**src/rtl/counter_pkg.sv**
```systemverilog
// Shared definitions for the up/down modulo counter family: boundary-mode
// encodings and a helper that folds the reserved encoding onto WRAP.
package counter_pkg;

  localparam int MODE_W = 2;

  typedef enum logic [MODE_W-1:0] {
    MODE_WRAP      = 2'd0,
    MODE_SATURATE  = 2'd1,
    MODE_ONESHOT   = 2'd2,
    MODE_RESERVED  = 2'd3
  } mode_e;

  // Reserved encoding behaves exactly like WRAP, so collapse it here once.
  function automatic mode_e decode_mode(input logic [MODE_W-1:0] raw);
    mode_e m;
    case (raw)
      2'd1:    m = MODE_SATURATE;
      2'd2:    m = MODE_ONESHOT;
      default: m = MODE_WRAP;
    endcase
    return m;
  endfunction

endpackage

```
**src/rtl/clock_prescaler.sv**
```systemverilog
// Clock-enable prescaler: produces a one-cycle hit every prescale+1
// qualified cycles. A clear (load) restarts the division and suppresses hit.
module clock_prescaler #(
  parameter int PRESCALE_WIDTH = 4
) (
  input  logic                      clock,
  input  logic                      reset,
  input  logic                      qualify,
  input  logic                      clear,
  input  logic [PRESCALE_WIDTH-1:0] prescale,
  output logic                      hit
);

  logic [PRESCALE_WIDTH-1:0] pcnt;

  // A step is due when a qualified cycle finds the divider at its terminal value.
  assign hit = qualify & ~clear & (pcnt == prescale);

  // Divider state: clear wins, terminal value returns to zero, otherwise advance
  // only on qualified cycles so a disabled counter freezes its phase.
  always_ff @(posedge clock or negedge reset) begin
    if (!reset) begin
      pcnt <= '0;
    end else if (clear) begin
      pcnt <= '0;
    end else if (hit) begin
      pcnt <= '0;
    end else if (qualify) begin
      pcnt <= pcnt + PRESCALE_WIDTH'(1);
    end
  end

endmodule

```
**src/rtl/updown_mod_counter.sv**
```systemverilog
// Runtime-programmable up/down counter with bounds, WRAP/SATURATE/ONESHOT
// boundary modes, prescaled stepping and a combinational carry for cascading.
module updown_mod_counter
  import counter_pkg::*;
#(
  parameter int               WIDTH          = 8,
  parameter int               PRESCALE_WIDTH = 4,
  parameter logic [WIDTH-1:0] RESET_VALUE    = '0
) (
  input  logic                      clock,
  input  logic                      reset,
  input  logic                      enable,
  input  logic                      load,
  input  logic [WIDTH-1:0]          load_value,
  input  logic                      down,
  input  logic [MODE_W-1:0]         mode,
  input  logic [WIDTH-1:0]          limit_low,
  input  logic [WIDTH-1:0]          limit_high,
  input  logic [PRESCALE_WIDTH-1:0] prescale,
  input  logic                      carry_in,
  input  logic                      overflow_clear,
  output logic [WIDTH-1:0]          count,
  output logic                      terminal,
  output logic                      overflow,
  output logic                      carry_out,
  output logic                      running
);

  logic             qualify;
  logic             load_now;
  logic             hit;
  logic             at_bound;
  logic             bound_event;
  mode_e            mode_sel;
  logic [WIDTH-1:0] count_next;
  logic             terminal_next;
  logic             overflow_next;
  logic             running_next;

  // Load only counts while the block is enabled; it then outranks stepping.
  assign load_now = enable & load;
  assign qualify  = enable & carry_in & running;
  assign mode_sel = decode_mode(mode);

  // Bounds are compared literally, so an out-of-range count is already "at bound".
  assign at_bound    = down ? (count <= limit_low) : (count >= limit_high);
  assign bound_event = hit & at_bound;

  // Carry is combinational so a cascaded stage steps on the same edge.
  assign carry_out = bound_event;

  clock_prescaler #(
    .PRESCALE_WIDTH(PRESCALE_WIDTH)
  ) u_prescaler (
    .clock   (clock),
    .reset   (reset),
    .qualify (qualify),
    .clear   (load_now),
    .prescale(prescale),
    .hit     (hit)
  );

  // Next-state for count and flags: load, then boundary event, then plain step.
  always_comb begin
    count_next    = count;
    terminal_next = 1'b0;
    running_next  = running;
    overflow_next = overflow & ~overflow_clear;
    if (load_now) begin
      count_next   = load_value;
      running_next = 1'b1;
    end else if (hit) begin
      if (at_bound) begin
        terminal_next = 1'b1;
        overflow_next = 1'b1;
        case (mode_sel)
          MODE_SATURATE: count_next = count;
          MODE_ONESHOT: begin
            count_next   = count;
            running_next = 1'b0;
          end
          default: count_next = down ? limit_high : limit_low;
        endcase
      end else begin
        count_next = down ? (count - WIDTH'(1)) : (count + WIDTH'(1));
      end
    end
  end

  // Registered outputs; reset aborts counting immediately.
  always_ff @(posedge clock or negedge reset) begin
    if (!reset) begin
      count    <= RESET_VALUE;
      terminal <= 1'b0;
      overflow <= 1'b0;
      running  <= 1'b1;
    end else begin
      count    <= count_next;
      terminal <= terminal_next;
      overflow <= overflow_next;
      running  <= running_next;
    end
  end

endmodule

```
**config.mk**
```make
export PLATFORM = sky130hd
export DESIGN_NAME = updown_mod_counter
export DESIGN_NICKNAME = d
export VERILOG_FILES = /design/src/rtl/counter_pkg.sv /design/src/rtl/clock_prescaler.sv /design/src/rtl/updown_mod_counter.sv
export SDC_FILE = /design/constraint.sdc
export NUM_CORES = 1
export LEC_CHECK = 0
export ABC_AREA = 0
export ABC_CLOCK_PERIOD_IN_PS = 3800
export BUFFER_PORTS_ARGS = -buffer_cell sky130_fd_sc_hd__buf_2
export CAP_MARGIN = 40
export CORE_ASPECT_RATIO = 2
export CORE_MARGIN = 4
export CORE_UTILIZATION = 56
export DETAILED_ROUTE_END_ITERATION = 10
export PLACE_DENSITY_LB_ADDON = 0.2
export SYNTH_ARGS = -nofsm -noshare
export SYNTH_HDL_FRONTEND = slang
export SYNTH_SLANG_ARGS = --single-unit
```
**constraint.sdc**
```tcl
create_clock -name clock -period 3.8 [get_ports clock]
set_input_delay 0.76 -clock clock [delete_from_list [all_inputs] [get_ports clock]]
set_output_delay 0.76 -clock clock [all_outputs]
set_load 0.01 [all_outputs]
```
* Word level (Yosys, flattened, before mapping)
Cells that the tools add are included.
Storage, ports and cells: register bits after elaboration 15, output and inout port bits 12, input bits 37
Cells by class: equality and inequality tests 6, bitwise operators 9, reductions and logical operators 7, add/sub/neg operators 3, magnitude comparators 2, muxes and demuxes 21
Operators with widths (count):
- 8-bit 2-to-1 mux | 6
- 4-bit 2-to-1 mux | 3
- 1-bit 2-to-1 mux | 11
- 8-bit by 1-bit adder with 8-bit output (second input constant) | 1
- 8-bit >= comparator | 1
- 8-bit less-or-equal comparator | 1
- 8-bit by 1-bit subtractor with 8-bit output (second input constant) | 1
- 1-bit bitwise AND | 7
- 2-bit nonzero test | 3
- 4-bit by 1-bit adder with 4-bit output (second input constant) | 1
- 2-bit by 1-bit == test with 1-bit output (second input constant) | 2
- 2-bit == test (second input constant) | 2
- 4-bit == test | 1
- 2-bit case mux with 2 select lines | 1
- 3-bit by 2-bit != test with 1-bit output (second input constant) | 1
- 3-bit AND reduction | 1
- 3-bit nonzero test | 1
- 1-bit inverter | 2
- 2-bit AND reduction | 1
- 2-bit OR reduction | 1

* Logic depth before layout (Yosys ltp)
depth after elaboration 8, mapped depth 11

* Hierarchy
A second synthesis with hierarchy kept.
Unflattened totals: cells, all modules 202, area total of the unflattened synthesis 1657.8 sq um
By module, submodules not included:
- updown_mod_counter | area an instance 1391.3 sq um, cells each 174, instances 1
- clock_prescaler | area an instance 266.5 sq um, cells each 28, instances 1

* Least setup slack after synthesis
Ideal clock, no wire load.
path kind in2out, start point in limit_low[7], end point out carry_out, cell stages on the path 8, path slack 867 ps, data arrival time 2173 ps, data required time 3040 ps, cell sequence inv_1 ha_1 a21oi_1 o21ai_0 and3_1 a311o_1 buf_6 nor2_1
On the way: cells in the longest elaborated chain, start to end 3
RTL lines:
- from (decl) | line updown_mod_counter.sv:17 | input logic [WIDTH-1:0] limit_low,
- 8-bit less-or-equal comparator | line updown_mod_counter.sv:46 | assign at_bound = down ? (count <= limit_low) : (count >= limit_high);
- 1-bit 2-to-1 mux | line updown_mod_counter.sv:46
- 1-bit bitwise AND | line updown_mod_counter.sv:47 | assign bound_event = hit & at_bound;
- to (decl) | line updown_mod_counter.sv:25 | output logic carry_out,
Every way passes these cells.

* Worst setup path in the final report
start point in limit_high[6], end point out carry_out
On the way: cells in the longest elaborated chain, start to end 3
RTL lines:
- from (decl) | line updown_mod_counter.sv:18 | input logic [WIDTH-1:0] limit_high,
- 8-bit >= comparator | line updown_mod_counter.sv:46
- 1-bit 2-to-1 mux | line updown_mod_counter.sv:46
- 1-bit bitwise AND | line updown_mod_counter.sv:47
Every way passes these cells.

==> flow_summary.ini <==
[yosys]
synth.largest_area_cell = dfrtp_1
synthTopCellsByArea = dfrtp_1 21%, ha_1 18%, a21oi_1 5.6%
ys.warnings.count = 0
avgSynthCellArea_sq_um = 8.34
yosysUniqueCellTypes = 46
synth_edf_count = 0
netlist_instances = 203
ys.flop_type = dfrtp_1
syn_nets = 265
syn_area_sq_um = 1690
async_flop_share_pct = 100
yosysSeqAreaShare_pct = 22.2
post-synth-top-count-cell = inv_1
ys_seq_elements = 15
netlist.area_leader.share_pct = 20.7
synth.top_cells.by_count = 25 x inv_1, 24 x ha_1, 19 x a21oi_1

[flow_run]
drv_cap = 0

[sta]
worst_slack_ps = 627
worst_pin_slew_ps = 686
rsz0062_at_grt = no
final.setup.tns_ps = 0
hold_violations = 0
finalCritPeriodShare_pct = 83.5
slew_violations = 0
max_freq_mhz = 315
fin_crit_ps = 3170
relSlewSlack_pct = 54.2
setup-violations-final = 0
fin_skew_ps = 2.53

[critical_path]
critPathTopFamily = compound AO/OA/AOI/OAI gates
cp_slowest_cell = o221ai_1
reg2reg_to = count[7]
cp-start-kind = input port
r2r-start = count[7]
cp_slowest_stage_delay_ps = 390
end_kind = output pin
cp_num_buf_inv = 3
rrSetupSlack_ps = 1100
rr_worst_depth = 9
arrival_ps = 2410
critical_path_depth = 9
path_class = in -> out
path_common_cell = buf_2
worstPathMaxFanout = 10
required_ps = 3040
path_cells = buf_2, inv_1, ha_1, nand3_1, o221ai_1, a21oi_4, a311o_1, nor2_1, buf_2

[floorplanning]
die_width_um = 46.9
ios = 49
initial_core_util_pct = 57.5
die_h_um = 85.8
core_region_area_sq_um = 2940
rows = 28
die_area_sq_um = 4020

[finish]
syn2layout_area_growth_pct = 17.0
final_net_count = 312
fill_cells = 271
drive_gt1_share_pct = 27.3
fin_area_sq_um = 1980
diodes = 0
fin_util_pct = 67.3
finalNonFillerCells = 279

[place]
dp_slack_ps = 623
place_area_sq_um = 1940
io_buffers = 48
place_inst = 275
gp_congestion = 0.861
place_hpwl_um = 3330

[power]
peakVddDrop_v = 0.000310
p_leak_nw = 1.01
power_density_nw_per_um2 = 518

[drt]
drtPass1Iterations = 4
drt-wirelength-per-cell_um = 14.4
postRouteAntennaNets = 0
route.detailed.drc = 0
routed_wl_um = 4020
drt_iter0_drc = 52
viasPerCell = 5.77
vias = 1610

[global_route]
grt_max_degree = 26
grt_pass1_vias = 1607
grtUsageTotal_pct = 21.8
antenna_found_initial = 0
grt_pass1_wl_um = 6570
overflow = 0

[cts]
cts_buffers = 3
cts_root_buf = clkbuf_8
cts-htree-levels = 1
worstSkewPairLatency_ps = 260
cts_setup_buffers = 0
ctsLongestPathBuffers = 2
clock_sinks = 15
cts_tree = built
cts_resized = 0
clk_pin_slew_ps = 60
cts_hold_buf = 0

[min_path]
hold_class = in -> async

[status]
outcome = complete, no violations
layout make-up:
class	count	area, sq um	share of cell area (%)
sequential	15	377	19.0
inverter	25	93.8	4.74
clock buffer	4	45.0	2.27
timing repair buffer	49	248	12.5
multi-input combinational	156	1180	59.6
tap	30	37.5	1.90
power by group:
| group | switching (mW) | internal (mW) | leakage, nW | total [mW] |
|---|---|---|---|---|
| combinational | 0.336 | 0.296 | 0.800 | 0.632 |
| sequential | 0.0633 | 0.198 | 0.186 | 0.261 |
| clock | 0.0595 | 0.0746 | 0.0228 | 0.134 |
| total | 0.459 | 0.568 | 1.01 | 1.03 |
worst register-to-register path, delay by kind of cell, from the launching register on:
family	cells	cell delay (ps)
AO/OA/AOI/OAI	5	980
AND/OR/NAND/NOR	2	630
flip-flops	1	450
adder cells (fa/ha/maj)	1	320
buffers and inverters	1	190
metrics by stage:
stage / power (mW) / hold slack, ps
after floorplan: 0.735 / 464
after global routing: 1.12 / 429
final: 1.03 / 403
after global placement: 0.883 / 521
after detailed placement: 0.897 / 525
after CTS: 1.03 / 424
worst max path at each step:
| stage | from | endpoint | slack [ps] |
|---|---|---|---|
| global route | limit_high[6] | carry_out | 530 |
| CTS | limit_high[6] | carry_out | 610 |
| global placement | limit_high[6] | carry_out | 620 |
| finish | limit_high[6] | carry_out | 630 |
| floorplan | limit_low[7] | carry_out | 870 |
| detailed placement | limit_high[6] | carry_out | 620 |
state kept, by name (all words and copies together) (netlist names):
| register | count |
|---|---|
| terminal | 1 |
| overflow | 1 |
| running | 1 |
| u_prescaler.pcnt | 4 |
| count | 8 |
metal layers:
| layer | track usage, % | routed length, um |
|---|---|---|
| met5 | 0 | 0 |
| met4 | 9.57 | 89 |
| met3 | 1.47 | 175 |
| met2 | 40.1 | 2220 |
| met1 | 23.2 | 1540 |
cells in the final DEF, fill, tap and decap left out, drive strengths merged, types with 2 or more instances in the layout:
master / synthesis / routed
buf: 4 / 49
inv: 25 / 25
ha: 24 / 24
a21oi: 20 / 20
nor2: 17 / 17
nand2: 15 / 15
dfrtp: 14 / 14
o21ai: 9 / 9
nor3: 8 / 8
xor2: 7 / 7
a31oi: 6 / 6
xnor2: 5 / 5
nand3: 4 / 4
a21o: 4 / 4
a211oi: 4 / 4
clkbuf: 3 / 4
nor2b: 3 / 3
mux2i: 3 / 3
o22ai: 3 / 3
and2: 2 / 2
and4: 2 / 2
and3: 2 / 2
o221ai: 2 / 2
a311o: 2 / 2
or4: 2 / 2
mux2: 2 / 2
cells by family after synthesis:
logic type                 share of synthesized area, %
adders and majority gates                          18.9
xor gates and xnor gates                           6.21
buffers and inverters                              8.06
muxes                                              3.33
and+or+nand+nor                                    16.8
AOI/OAI and AO/OA                                  24.5
DFF                                                22.2
Power figures use the tool's default switching activity.
